<file path="src/rtl/bus_sequencer_if.sv">
// Control/handshake bundle between the bus sequencer and the single-bus datapath.
// master = sequencer side, slave = datapath side.
interface bus_sequencer_if #(
    parameter int DW   = 16,
    parameter int NREG = 8,
    parameter int OPW  = 3
);
    logic            start;
    logic            din_valid;
    logic            din_ready;
    logic [DW-1:0]   ir;
    logic [NREG-1:0] r_out;
    logic [NREG-1:0] r_in;
    logic            din_out;
    logic            ir_in;
    logic            a_in;
    logic            g_in;
    logic            g_out;
    logic            alu_en;
    logic [OPW-1:0]  alu_op;
    logic            busy;
    logic            done;

    modport master (
        input  start, din_valid, ir,
        output din_ready, r_out, r_in, din_out, ir_in, a_in,
               g_in, g_out, alu_en, alu_op, busy, done
    );

    modport slave (
        output start, din_valid, ir,
        input  din_ready, r_out, r_in, din_out, ir_in, a_in,
               g_in, g_out, alu_en, alu_op, busy, done
    );
endinterface

</file>
<file path="src/rtl/bus_sequencer.sv">
// Multi-cycle control sequencer for the 16-bit single-bus datapath: fetches into IR,
// decodes MV / MVI / ALU ops and issues one-hot bus-driver and register-load strobes.
module bus_sequencer #(
    parameter int DW   = 16,
    parameter int NREG = 8,
    parameter int OPW  = 3
) (
    input logic               clock,
    input logic               reset,
    bus_sequencer_if.master   bus
);
    localparam int RW = $clog2(NREG);

    typedef enum logic [2:0] {IDLE, FETCH, T1, T2, T3} state_t;

    state_t          state;
    logic [OPW-1:0]  op;
    logic [RW-1:0]   rx;
    logic [RW-1:0]   ry;
    logic [NREG-1:0] rx_hot;
    logic [NREG-1:0] ry_hot;
    logic            is_mv;
    logic            is_mvi;
    logic            is_alu;
    logic            unused_ir;

    logic [NREG-1:0] r_out_q;
    logic [NREG-1:0] r_in_q;
    logic            alu_en_q;
    logic            g_in_q;
    logic            g_out_q;
    logic [OPW-1:0]  alu_op_q;
    logic            done_q;
    logic            busy_q;

    assign op        = bus.ir[DW-1 -: OPW];
    assign rx        = bus.ir[DW-OPW-1 -: RW];
    assign ry        = bus.ir[DW-OPW-RW-1 -: RW];
    assign unused_ir = ^bus.ir[DW-OPW-2*RW-1:0];
    assign rx_hot    = NREG'(1) << rx;
    assign ry_hot    = NREG'(1) << ry;
    assign is_mv     = (op == OPW'(0));
    assign is_mvi    = (op == OPW'(1));
    assign is_alu    = !is_mv && !is_mvi;

    // T2/T3 strobes are registered on entry; IR is stable from T1 onward.
    always_ff @(posedge clock) begin
        if (!reset) begin
            state    <= IDLE;
            r_out_q  <= '0;
            r_in_q   <= '0;
            alu_en_q <= 1'b0;
            g_in_q   <= 1'b0;
            g_out_q  <= 1'b0;
            alu_op_q <= '0;
            done_q   <= 1'b0;
            busy_q   <= 1'b0;
        end else begin
            r_out_q  <= '0;
            r_in_q   <= '0;
            alu_en_q <= 1'b0;
            g_in_q   <= 1'b0;
            g_out_q  <= 1'b0;
            alu_op_q <= '0;
            done_q   <= 1'b0;
            case (state)
                IDLE: begin
                    if (bus.start) begin
                        state  <= FETCH;
                        busy_q <= 1'b1;
                    end
                end
                FETCH: begin
                    if (bus.din_valid) state <= T1;
                end
                T1: begin
                    if (is_mv || (is_mvi && bus.din_valid)) begin
                        state  <= IDLE;
                        busy_q <= 1'b0;
                    end else if (is_alu) begin
                        state    <= T2;
                        r_out_q  <= ry_hot;
                        alu_en_q <= 1'b1;
                        g_in_q   <= 1'b1;
                        alu_op_q <= op;
                    end
                end
                T2: begin
                    state   <= T3;
                    g_out_q <= 1'b1;
                    r_in_q  <= rx_hot;
                    done_q  <= 1'b1;
                end
                T3: begin
                    state  <= IDLE;
                    busy_q <= 1'b0;
                end
                default: begin
                    state  <= IDLE;
                    busy_q <= 1'b0;
                end
            endcase
        end
    end

    // IR is loaded at the FETCH->T1 edge, so T1 strobes must decode it combinationally.
    logic in_fetch;
    logic in_t1;

    assign in_fetch = (state == FETCH);
    assign in_t1    = (state == T1);

    always_comb begin
        bus.din_ready = in_fetch || (in_t1 && is_mvi);
        bus.din_out   = bus.din_ready && bus.din_valid;
        bus.ir_in     = in_fetch && bus.din_valid;
        bus.r_out     = r_out_q;
        bus.r_in      = r_in_q;
        bus.a_in      = 1'b0;
        bus.done      = done_q;
        if (in_t1) begin
            if (is_mv) begin
                bus.r_out = ry_hot;
                bus.r_in  = rx_hot;
                bus.done  = 1'b1;
            end else if (is_mvi) begin
                if (bus.din_valid) begin
                    bus.r_in = rx_hot;
                    bus.done = 1'b1;
                end
            end else begin
                bus.r_out = rx_hot;
                bus.a_in  = 1'b1;
            end
        end
    end

    assign bus.g_in   = g_in_q;
    assign bus.g_out  = g_out_q;
    assign bus.alu_en = alu_en_q;
    assign bus.alu_op = alu_op_q;
    assign bus.busy   = busy_q;
endmodule

</file>
<file path="src/flat_wrapper.sv">
// flat-port wrapper written by rule: the top's interface ports become plain ports
module bus_sequencer_flat 
#(
    parameter int DW   = 16,
    parameter int NREG = 8,
    parameter int OPW  = 3
)
  (clock, reset, bus_start, bus_din_valid, bus_ir, bus_din_ready, bus_r_out, bus_r_in, bus_din_out, bus_ir_in, bus_a_in, bus_g_in, bus_g_out, bus_alu_en, bus_alu_op, bus_busy, bus_done);
  bus_sequencer_if #(.DW(DW), .NREG(NREG), .OPW(OPW)) bus_i ();
  input logic clock;
  input logic reset;
  input wire logic [$bits(bus_i.start)-1:0] bus_start;
  input wire logic [$bits(bus_i.din_valid)-1:0] bus_din_valid;
  input wire logic [$bits(bus_i.ir)-1:0] bus_ir;
  output wire logic [$bits(bus_i.din_ready)-1:0] bus_din_ready;
  output wire logic [$bits(bus_i.r_out)-1:0] bus_r_out;
  output wire logic [$bits(bus_i.r_in)-1:0] bus_r_in;
  output wire logic [$bits(bus_i.din_out)-1:0] bus_din_out;
  output wire logic [$bits(bus_i.ir_in)-1:0] bus_ir_in;
  output wire logic [$bits(bus_i.a_in)-1:0] bus_a_in;
  output wire logic [$bits(bus_i.g_in)-1:0] bus_g_in;
  output wire logic [$bits(bus_i.g_out)-1:0] bus_g_out;
  output wire logic [$bits(bus_i.alu_en)-1:0] bus_alu_en;
  output wire logic [$bits(bus_i.alu_op)-1:0] bus_alu_op;
  output wire logic [$bits(bus_i.busy)-1:0] bus_busy;
  output wire logic [$bits(bus_i.done)-1:0] bus_done;
  assign bus_i.start = bus_start;
  assign bus_i.din_valid = bus_din_valid;
  assign bus_i.ir = bus_ir;
  assign bus_din_ready = bus_i.din_ready;
  assign bus_r_out = bus_i.r_out;
  assign bus_r_in = bus_i.r_in;
  assign bus_din_out = bus_i.din_out;
  assign bus_ir_in = bus_i.ir_in;
  assign bus_a_in = bus_i.a_in;
  assign bus_g_in = bus_i.g_in;
  assign bus_g_out = bus_i.g_out;
  assign bus_alu_en = bus_i.alu_en;
  assign bus_alu_op = bus_i.alu_op;
  assign bus_busy = bus_i.busy;
  assign bus_done = bus_i.done;
  bus_sequencer #(.DW(DW), .NREG(NREG), .OPW(OPW)) u_core (.clock(clock), .reset(reset), .bus(bus_i));
endmodule
</file>
<file path="config.mk">
export PLATFORM = sky130hd
export DESIGN_NAME = bus_sequencer_flat
export DESIGN_NICKNAME = d
export VERILOG_FILES = /design/src/rtl/bus_sequencer_if.sv /design/src/rtl/bus_sequencer.sv /design/src/flat_wrapper.sv
export SDC_FILE = /design/constraint.sdc
export NUM_CORES = 1
export LEC_CHECK = 0
export ABC_AREA = 1
export BUFFER_PORTS_ARGS = -buffer_cell sky130_fd_sc_hd__buf_2
export CORE_ASPECT_RATIO = 0.8
export CORE_MARGIN = 2
export CORE_UTILIZATION = 52
export CTS_CLUSTER_DIAMETER = 200
export DETAILED_ROUTE_END_ITERATION = 10
export MAX_ROUTING_LAYER = met4
export PLACE_DENSITY = 0.82
export SLEW_MARGIN = 20
export SYNTH_ARGS = -nofsm -noshare
export SYNTH_HDL_FRONTEND = slang
export SYNTH_SLANG_ARGS = --single-unit
</file>
<file path="constraint.sdc">
create_clock -name clock -period 2.3 [get_ports clock]
set_input_delay 0.115 -clock clock [delete_from_list [all_inputs] [get_ports clock]]
set_output_delay 0.115 -clock clock [all_outputs]
set_load 0.01 [all_outputs]
</file>
Yosys cells after proc, flatten, opt, wreduce, memory -nomap -nowiden
Index checks and enable logic that the tools add are counted.
{"block": "op_classes", "div": 0, "n_bitwise": 4, "order_cmp": 0, "n_eq_ne": 8, "n_mul": 0, "add_sub_neg": 0, "reduce_logical": 17, "shifts": 2, "mux": 24}
{"operator": "$mux 8", "n": 7}
{"operator": "$shl 1x3->8 const A", "n": 2}
{"operator": "$mux 3", "n": 4}
{"operator": "$pmux 3 s4", "n": 1}
{"operator": "$mux 1", "n": 11}
{"operator": "$eq 3x1->1 const B", "n": 2}
{"operator": "$eq 3x2->1 const B", "n": 2}
{"operator": "$logic_not 3->1", "n": 2}
{"operator": "$ne 2x2->1 const B", "n": 3}
{"operator": "$reduce_and 3->1", "n": 2}
{"operator": "$logic_and 1x1->1", "n": 5}
{"operator": "$not 1->1", "n": 4}
{"operator": "$reduce_or 4->1", "n": 1}
{"operator": "$ne 3x2->1 const B", "n": 1}
{"operator": "$pmux 1 s3", "n": 1}
{"operator": "$reduce_or 3->1", "n": 1}
{"operator": "$logic_not 1->1", "n": 2}
{"operator": "$logic_or 1x1->1", "n": 2}
{"operator": "$reduce_and 2->1", "n": 1}
{"operator": "$reduce_or 2->1", "n": 1}
{"block": "totals", "out_inout_bits": 28, "reg_bits": 25, "n_memories": 0, "ram_bits": 0, "word_cells": 62, "mem_bits_ro": 0, "input_bits": 20, "latch_bits": 0}

Longest topological paths before layout
Gate-level depths: netlist of the first run.
{"block": "depth", "word_depth": 6, "mapped_depth": 8, "mapped_depth_nobuf": 8}

Least setup slack after synthesis of the first run
OpenSTA, ideal clock, no wires.
{"block": "synth_path", "kind": "register to output", "start": "reg u_core.state[0]", "end": "out bus_r_out[2]", "path_buffers": 0, "stages_incl_launch_ff": 6, "path_slack_ns": 1.147, "required_ns": 2.185, "arrival_time_ns": 1.038, "cell_sequence": "dfxtp_1 -> inv_2 -> nand3_2 -> nor2_2 -> inv_1 -> o211ai_1"}
{"block": "synth_via", "elab_chain_len": 2}
{"item": "start: declaration", "line_no": "bus_sequencer.sv:16", "text": "state_t state;"}
{"item": "start signal: assignment", "line_no": "bus_sequencer.sv:49", "text": "state <= IDLE;"}
{"item": "start signal: assignment", "line_no": "bus_sequencer.sv:69", "text": "state <= FETCH;"}
{"item": "start signal: assignment", "line_no": "bus_sequencer.sv:74", "text": "if (bus.din_valid) state <= T1;"}
{"item": "$eq 3x2->1", "line_no": "bus_sequencer.sv:111", "text": "assign in_t1 = (state == T1);"}
{"item": "$mux 8", "line_no": "bus_sequencer.sv:121", "text": "if (in_t1) begin"}
{"item": "end: declaration", "line_no": "flat_wrapper.sv:16", "text": "output wire logic [$bits(bus_i.r_out)-1:0] bus_r_out;"}
No other way between the ends.

Worst setup path in the final report of the first run
{"block": "layout_path", "start": "reg u_core.state[2]", "end": "out bus_r_in[7]"}
{"block": "layout_via", "elab_chain_len": 2}
{"item": "$eq 3x2->1", "line_no": "bus_sequencer.sv:111"}
{"item": "$mux 8", "line_no": "bus_sequencer.sv:121"}
{"item": "end: declaration", "line_no": "flat_wrapper.sv:17", "text": "output wire logic [$bits(bus_i.r_in)-1:0] bus_r_in;"}
No other way between the ends.

==> run_results.csv, run 1 <==
group,metric,value,unit
timing,setup_tns,0,ps
critical_path,cp_num_cells,7,
critical_path,crit_path_end_kind,"output pin",
floorplanning,rows,16,
clocking,clockBufferDepth,2,
route,wl_met1,1.358,mm
timing,finalSetupViolations,0,
floorplanning,core_area,0.002402,mm^2
placement,dp_hpwl,2.094,mm
timing,finalClockSkew,6.401,ps
pwr,cellPowerDensity,782.4,mW/mm^2
critical_path,path_buf_inv,2,
hold_path,hold_end,"u_core.bus.alu_op[2]",
route,drc,0,
finish,nNetsFinal,238,
finish,drive_gt1_share,31.80,%
critical_path,rr_endpoint,"u_core.state[0]",
pwr,vdd_ir_drop_max,0.0004610,V
grt,grt_antenna_before_repair,0,
placement,gp_congestion,0.8663,
route,wl_met3,167,um
synth,synth_area,0.001296,mm^2
finish,layout_common_cells,"buf_2, nand2_1, dfxtp_1",
finish,final_common_cell,"buf_2",
grt,grt_overflow,0,
timing,grt_setup_unrepaired,"no",
finish,area_growth,17.86,%
route,wl_per_cell,10.93,um
clocking,numCtsBuffers,3,
route,via_per_inst,5.053,
route,via_count,1233,
floorplanning,start_util,53.96,%
clocking,cts_tree,"yes",
timing,hold_slack,25.57,ps
hold_path,worstHoldStart,"bus_ir[15]",
clocking,cts.htree.levels,1,
timing,finalHoldViolCount,0,
timing,slew_headroom,77.06,%
floorplanning,die_y,48.66,um
grt,track_usage,20.43,%
route,drt_iter0_drc,49,
critical_path,path_cells,"inv_2, nand2_2, nor2_4, nand2_4, nand2_1, o21ai_2, buf_2",
grt,grt_pass1_wl,4.498,mm
route,wirelength,2.668,mm
clocking,numClockSinks,25,
outcome,status,"complete, no violations",
synth,netlist_instances,176,
grt,grt_pass1_vias,1054,
run,drv_cap,0,
critical_path,slowest_stage,"dfxtp_1",
critical_path,cp_data_arrival_time,1680,ps
route,topRoutingLayerUsed,"met4",
timing,worst_slew_pin_slew,343.3,ps
timing,max_freq,556.1,MHz
hold_path,hold_path.class,"in -> reg",
clocking,cts_root_buf,"clkbuf_4",
route,ant_nets,0,
critical_path,crit_type,"reg -> out",
placement,port_buffers,40,
timing,slew_violations,0,
critical_path,rrSetupSlack,920,ps
critical_path,crit_fanout,17,
clocking,path_clk_slew,140,ps
route,wl_met2,1.135,mm
route,drtPass1Iterations,4,
synth,synth_fp_nets,196,
timing,min_period,1798,ps
clocking,clock_latency,320,ps
grt,grt_max_degree,18,
timing,period_share,78.18,%
synth,ys_types,26,
synth,synth_warnings,0,
critical_path,critical_path.top_delay_family,"simple AND/OR/NAND/NOR gates",
critical_path,crit_path_start_kind,"register",
pwr,p_leak,0.7761,nW
critical_path,max_stage_delay,360,ps
critical_path,reg2reg_depth,8,
floorplanning,dieArea,0.002911,mm^2
floorplanning,die_width,59.82,um
hold_path,holdPathStages,3,
synth,synth.avg_cell_area,7.365,um^2
finish,antennaDiodeCount,0,
floorplanning,ioPinCount,48,
critical_path,critical_path_required,2180,ps
synth,synth_seq_cells,25,
critical_path,r2r-start,"u_core.state[2]",
synth,seq_area_frac_synth,38.61,%
-- how the worst max path moves through the flow --
| stage | startpoint | endpoint | slack (ps) |
|---|---|---|---|
| 6_report | u_core.state[2] | bus_r_in[7] | 500 |
| 5_1_grt | u_core.state[1] | bus_r_in[5] | 380 |
| 4_1_cts | u_core.state[2] | bus_r_in[7] | 500 |
| 3_5_place_dp | u_core.state[2] | bus_r_in[3] | 880 |
| 3_3_place_gp | u_core.state[2] | bus_r_in[7] | 900 |
| 2_1_floorplan | u_core.state[0] | bus_r_out[2] | 1150 |
-- cells by family after synthesis --
family                 share of synthesized area [%]
DFF                                            38.61
and+or+nand+nor                                37.93
buffers and inverters                          11.87
AOI/OAI and AO/OA                              11.58
-- registers in the layout (all words and copies together), names as in the netlist --
register,cells
u_core.r_out_q,8
u_core.bus.busy,1
u_core.r_in_q,8
u_core.state,3
u_core.bus.alu_op,3
u_core.bus.alu_en,1
u_core.bus.g_out,1
-- where the power goes --
part / switching [W] / internal, W
sequential: 0.0000341 / 0.000472
clock: 0.000131 / 0.0000665
combinational: 0.000324 / 0.000168
-- worst register-to-register path: stages, from the launching register on --
cell and delay, ps:
dfxtp_1 360, inv_2 120, nand2_2 80, nor2_4 290, nand3_1 160, nand3_1 140
nand2_1 70, inv_1 50, nor2_1 40
-- routing by layer --
layer,vias to the layer above,global-route usage [%]
met2,41,32.43
met5,-,-
met4,0,2.222
met1,537,26.83
met3,2,5.615
li1,653,-
-- synth_stat cells --
| library cell | n | share of area [%] |
|---|---|---|
| a21oi_1 | 2 | 0.77 |
| a21oi_2 | 2 | 1.4 |
| buf_2 | 1 | 0.39 |
| buf_4 | 1 | 0.58 |
| buf_6 | 1 | 0.87 |
| buf_8 | 1 | 1.2 |
| clkbuf_8 | 1 | 1.1 |
| dfxtp_1 | 25 | 39 |
| inv_1 | 23 | 6.7 |
| inv_2 | 4 | 1.2 |
| nand2_1 | 33 | 9.6 |
| nand2_2 | 2 | 0.97 |
| nand2_4 | 3 | 2.6 |
| nand3_1 | 21 | 8.1 |
| nand3_2 | 2 | 1.5 |
| nand4_1 | 3 | 1.4 |
| nor2_1 | 24 | 7.0 |
| nor2_2 | 1 | 0.48 |
| nor2_4 | 2 | 1.7 |
| nor3_1 | 5 | 1.9 |
| nor4_1 | 2 | 0.97 |
| nor4_4 | 1 | 1.6 |
| o211ai_1 | 3 | 1.7 |
| o21ai_0 | 1 | 0.39 |
| o21ai_2 | 8 | 5.4 |
| o22ai_1 | 4 | 1.9 |
-- per-stage QoR --
stage               instances  instance area, um^2  power [W]  util [%]  worst slack (ps)
detailed placement        238                 1478   0.001005     61.51             884.4
CTS                       243                 1518   0.001205     63.18             498.3
finish                    244                 1528   0.001195     63.59             501.8
global route              244                 1528   0.001290     63.59             383.7
global placement          238                 1478  0.0009967     61.51             904.9
floorplan                 176                 1296  0.0009008         -              1147
-- area by class of cell --
type,instances,area [um^2]
multi-input combinational,119,641.9
tap,27,33.78
timing repair buffer,42,220.2
fill,223,874.6
clock buffer,3,22.52
inverter,27,101.3
sequential,25,500.5
clock inverter,1,7.507
-- what timing repair did --
action / CTS / global route
hold buffers: 1 / 1
hold endpoints to repair: 1 / 1
resized for setup: 0 / 0
setup buffers: 0 / 0
Note: power is estimated with default switching activity, not from simulation.
==> inputs of run 2 (changes only) <==
--- a/config.mk
+++ b/config.mk
@@ -9,11 +9,11 @@
 export BUFFER_PORTS_ARGS = -buffer_cell sky130_fd_sc_hd__buf_2
 export CORE_ASPECT_RATIO = 0.8
 export CORE_MARGIN = 2
-export CORE_UTILIZATION = 52
+export CORE_UTILIZATION = 48
 export CTS_CLUSTER_DIAMETER = 200
 export DETAILED_ROUTE_END_ITERATION = 10
 export MAX_ROUTING_LAYER = met4
-export PLACE_DENSITY = 0.82
+export PLACE_DENSITY = 0.76
 export SLEW_MARGIN = 20
 export SYNTH_ARGS = -nofsm -noshare
 export SYNTH_HDL_FRONTEND = slang
==> constraint.sdc (replaced) <==
create_clock -name clock -period 1.7 [get_ports clock]
set_input_delay 0.085 -clock clock [delete_from_list [all_inputs] [get_ports clock]]
set_output_delay 0.085 -clock clock [all_outputs]
set_load 0.01 [all_outputs]
==> run 2 against run 1 <==
First-iteration DRC count up 2.0%. Setup slack worse by 390 ps. Register-to-register slack worse by 500 ps. Global-route usage up 0.46 points. Via count up 4.7%. Wire length up 14%. Die area up 7.7%. Worst hold slack worse by 7.7 ps. Non-clock buffer count up 5.
==> run_results.csv, run 2 (synthesis results as in run 1) <==
group,metric,value,unit
outcome,status,"complete, no violations",
grt,track_usage,20.90,%
finish,stdcell_area,0.001605,mm^2
finish,final_common_cell,"buf_2",
floorplanning,ioPinCount,48,
placement,port_buffers,40,
grt,grt_max_degree,18,
finish,fin_cells,258,
grt,grt_pass1_wl,5.030,mm
timing,finalClockSkew,11.56,ps
floorplanning,core_area,0.002502,mm^2
clocking,path_clk_slew,140,ps
placement,gp_congestion,0.8995,
pwr,vdd_ir_drop_max,0.0008438,V
clocking,cts.htree.levels,1,
clocking,clock_latency,340,ps
finish,fin_util,64.15,%
timing,period_share,93.29,%
placement,dp_hpwl,2.290,mm
finish,drive_gt1_share,34.23,%
critical_path,crit_fanout,7,
finish,antennaDiodeCount,0,
timing,finalSetupViolations,0,
critical_path,crit_path_start_kind,"primary input",
route,via_per_inst,5.004,
timing,worst_slew_pin_slew,305.1,ps
floorplanning,rows,16,
finish,reg_top3,"u_core.r_in_q: 8 flops, u_core.r_out_q: 8 flops",
floorplanning,die_y,50.48,um
placement,placed_cell_area,0.001489,mm^2
grt,grt_pass1_vias,1161,
timing,grt_setup_unrepaired,"no",
pwr,cellPowerDensity,1068,mW/mm^2
timing,finalHoldViolCount,0,
timing,max_freq,630.5,MHz
floorplanning,die_width,62.10,um
grt,grt_overflow,0,
finish,area_growth,23.84,%
route,drt_iter0_drc,50,
timing,slew_violations,0,
run,drv_cap,0,
clocking,cts_tree,"yes",
clocking,cts_root_buf,"clkbuf_4",
timing,slew_headroom,79.61,%
critical_path,cp_data_arrival_time,1500,ps
finish,nNetsFinal,243,
critical_path,crit_path_end_kind,"output pin",
route,drtPass1Iterations,4,
timing,setup_tns,0,ps
route,via_count,1291,
grt,grt_antenna_before_repair,0,
route,wirelength,3.041,mm
hold_path,hold_path.class,"in -> reg",
finish,fill_cells,230,
clocking,numCtsBuffers,3,
floorplanning,dieArea,0.003135,mm^2
clocking,clockBufferDepth,2,
route,drc,0,
finish,layout_common_cells,"buf_2, nand2_1, nor2_1",
route,wl_per_cell,11.79,um
pwr,p_total,0.001714,W
critical_path,crit_type,"in -> out",
placement,placed_cells,247,
critical_path,critical_path_required,1620,ps
pwr,p_leak,0.7971,nW
floorplanning,start_util,51.80,%
timing,min_period,1586,ps
clocking,numClockSinks,25,
route,ant_nets,0,
[run 2: repair_timing]
item | in CTS | in global routing
endpoints found under the hold margin | 4 | 1
setup buffers | 2 | 0
resized for setup | 0 | 8
endpoints found under the setup margin | 9 | 15
pin swaps | 1 | 1
hold buffers | 4 | 1
[run 2: report_power, final]
group | internal, W | switching, W
clock network | 0.0000905 | 0.000189
registers | 0.000645 | 0.0000531
logic | 0.000267 | 0.000470
total | 0.00100 | 0.000712
[run 2: critical path, stage by stage]
cell and delay (ps):
dlygate4sd3_1 530, buf_2 150, inv_1 200, nand3_1 160
o22ai_1 140, nand2_1 70, nand2_1 50, buf_2 120
[run 2: area by class of cell]
cell class              instances  area (um^2)  area share [%]
multi-input cells             119        649.4           40.45
clock buffers                   3        22.52           1.403
clock inverters                 1        7.507          0.4677
flip-flops and latches         25        504.2           31.41
repair buffers                 47        269.0           16.76
inverters                      27        107.6           6.703
well taps                      36        45.04           2.806
[run 2: stage by stage]
stage | hold WS (ps) | setup slack, ps
2_1_floorplan | 162.1 | 567.8
3_3_place_gp | 314.6 | 342.3
3_5_place_dp | 320.3 | 306.9
4_1_cts | 2.849 | 44.04
5_1_grt | 11.44 | 5.982
6_report | 17.85 | 114.1
[run 2: worst paths after layout]
| check | cells after the start | slack, ps | end | startpoint |
|---|---|---|---|---|
| setup / recovery | 8 | 110 | bus_r_out[1] | bus_ir[8] |
| hold / removal | 3 | 20 | u_core.bus.alu_op[0] | bus_ir[13] |
| setup reg to reg | 9 | 420 | u_core.state[0] | u_core.state[2] |
| hold reg to reg | 2 | 480 | u_core.bus.busy | u_core.bus.busy |
[run 2: metal layers]
layer  vias up  share of wire, %  global-route usage (%)
met5         -                 0                       -
met4         0              0.59                   3.333
met3         2               6.2                   5.381
met2        46                47                   36.23
met1       580                46                   25.35
li1        663                 -                       -
==> inputs of run 3 (changes only) <==
--- a/config.mk
+++ b/config.mk
@@ -9,11 +9,11 @@
 export BUFFER_PORTS_ARGS = -buffer_cell sky130_fd_sc_hd__buf_2
 export CORE_ASPECT_RATIO = 0.8
 export CORE_MARGIN = 2
-export CORE_UTILIZATION = 48
+export CORE_UTILIZATION = 35
 export CTS_CLUSTER_DIAMETER = 200
 export DETAILED_ROUTE_END_ITERATION = 10
 export MAX_ROUTING_LAYER = met4
-export PLACE_DENSITY = 0.76
+export PLACE_DENSITY = 0.58
 export SLEW_MARGIN = 20
 export SYNTH_ARGS = -nofsm -noshare
 export SYNTH_HDL_FRONTEND = slang
==> run 3 against run 2 <==
Flip-flop and latch count unchanged. Sequential power decreased by 2%. Design area decreased by 1.3%. Critical path type is now reg -> out.
==> run_results.csv, run 3 (synthesis results as in run 1) <==
group,metric,value,unit
critical_path,r2r-start,"u_core.state[2]",
route,drt_iter0_drc,61,
timing,min_period,1589,ps
hold_path,hold_path.class,"in -> reg",
finish,multiInputGateArea,641.9,um^2
outcome,status,"complete, no violations",
critical_path,rr_endpoint,"u_core.state[0]",
finish,fill_cells,366,
timing,grt_setup_unrepaired,"no",
finish,antennaDiodeCount,0,
clocking,numCtsBuffers,3,
clocking,numClockSinks,25,
placement,post-place-ws,376.9,ps
critical_path,crit_path_end_kind,"output pin",
route,drc,0,
timing,period_share,93.48,%
timing,setup_tns,0,ps
pwr,p_leak,0.8000,nW
grt,grt_overflow,0,
clocking,cts_tree,"yes",
timing,slew_violations,0,
clocking,clock_latency,260,ps
critical_path,path_cells,"inv_2, nand2_2, nor2_4, buf_12, nand2_4, nand2_1, o21ai_2, buf_2",
clocking,ctsResizeCount,0,
critical_path,cp_num_cells,8,
critical_path,crit_end,"bus_r_in[3]",
floorplanning,die_width,72.04,um
floorplanning,start_util,37.09,%
critical_path,critical_path_required,1620,ps
finish,ff_latch_area,500.5,um^2
timing,finalClockSkew,0.9660,ps
floorplanning,rows,19,
timing,slew_headroom,81.18,%
route,wl_met1,1.523,mm
grt,grt_pass1_wl,4.974,mm
timing,fin_ws,110.8,ps
finish,area_growth,22.20,%
critical_path,cp-startpoint,"u_core.state[2]",
route,drtPass1Iterations,5,
route,wl_met3,158,um
route,wirelength,2.949,mm
finish,reg_top3,"u_core.r_in_q: 8 flops, u_core.r_out_q: 8 flops",
floorplanning,ioPinCount,48,
critical_path,max_stage_delay,340,ps
clocking,cts_root_buf,"clkbuf_8",
floorplanning,die_y,58.43,um
clocking,clockBufferDepth,2,
critical_path,crit_fanout,17,
route,wl_per_cell,11.30,um
critical_path,slowest_stage,"dfxtp_1",
finish,nNetsFinal,240,
grt,track_usage,15.58,%
route,wl_met2,1.235,mm
finish,drive_gt1_share,32.88,%
critical_path,reg2reg_depth,10,
timing,worst_slew_pin_slew,281.3,ps
placement,gp_congestion,0.8813,
critical_path,critical_path.top_delay_family,"simple AND/OR/NAND/NOR gates",
finish,fin_util,45.33,%
run,drv_cap,0,
pwr,vdd_ir_drop_max,0.0003838,V
grt,grt_pass1_vias,1081,
clocking,postCtsHoldBufs,0,
finish,fin_cells,261,
grt,grt_max_degree,18,
grt,grt_antenna_before_repair,0,
critical_path,crit_type,"reg -> out",
critical_path,rrSetupSlack,330,ps
finish,final_common_cell,"buf_2",
route,ant_nets,0,
timing,finalHoldViolCount,0,
placement,port_buffers,40,
finish,layout_common_cells,"buf_2, nand2_1, dfxtp_1",
route,topRoutingLayerUsed,"met4",
clocking,cts.htree.levels,1,
route,via_count,1245,
floorplanning,core_area,0.003495,mm^2
placement,placed_cells,254,
critical_path,crit_path_start_kind,"register",
placement,dp_hpwl,2.329,mm
route,via_per_inst,4.770,
timing,finalSetupViolations,0,
clocking,path_clk_slew,80,ps
critical_path,path_buf_inv,3,
pwr,cellPowerDensity,1128,mW/mm^2
floorplanning,dieArea,0.004209,mm^2
timing,max_freq,629.2,MHz
critical_path,cp_data_arrival_time,1500,ps
## run 3: how the worst min path moves through the flow
stage	to	start	cells past startpoint	slack [ps]
2_1_floorplan	u_core.r_out_q[2]	bus_ir[9]	1	160
3_3_place_gp	u_core.r_out_q[2]	bus_ir[9]	2	320
3_5_place_dp	u_core.r_out_q[2]	bus_ir[9]	2	330
4_1_cts	u_core.r_out_q[2]	bus_ir[9]	2	30
5_1_grt	u_core.r_out_q[2]	bus_ir[9]	2	40
6_report	u_core.r_out_q[5]	bus_ir[8]	2	50
## run 3: worst register-to-register path, cell delays in order, from the launching register on
cell and delay (ps):
dfxtp_1 340, inv_2 120, nand2_2 80, nor2_4 140, buf_12 120, buf_4 110
nand3_1 80, nand3_1 130, nand2_1 70, inv_1 50, nor2_1 30
## run 3: cell type report
type / instances / area share, %
Clock buffer: 4 / 2.844
Tap cell: 42 / 3.318
Inverter: 27 / 6.398
Multi-Input combinational cell: 119 / 40.52
Sequential cell: 25 / 31.60
Timing Repair Buffer: 44 / 15.32
## run 3: what timing repair did
action                     4_1_cts  5_1_grt
setup endpoints to repair        0        3
hold endpoints to repair         0        0
setup buffers                    0        3
## run 3: through the flow
step | cell area (um^2) | total power (W) | hold slack, ps
3_3_place_gp | 1504 | 0.001385 | 321.4
3_5_place_dp | 1504 | 0.001381 | 325.8
4_1_cts | 1549 | 0.001729 | 34.13
6_report | 1584 | 0.001787 | 52.35
2_1_floorplan | 1296 | 0.001219 | 162.1
5_1_grt | 1584 | 0.001918 | 43.81
## run 3: power breakdown
part | leakage [nW] | internal [W] | switching (W) | total (W)
logic | 0.575 | 0.000297 | 0.000462 | 0.000759
registers | 0.202 | 0.000638 | 0.0000467 | 0.000685
clock network | 0.0228 | 0.000167 | 0.000176 | 0.000343
## run 3: metal layers
metal / GRT usage, % / vias to the layer above
li1: - / 652
met1: 21.65 / 560
met2: 22.88 / 31
met3: 3.596 / 2
met4: 4.043 / 0
met5: - / -
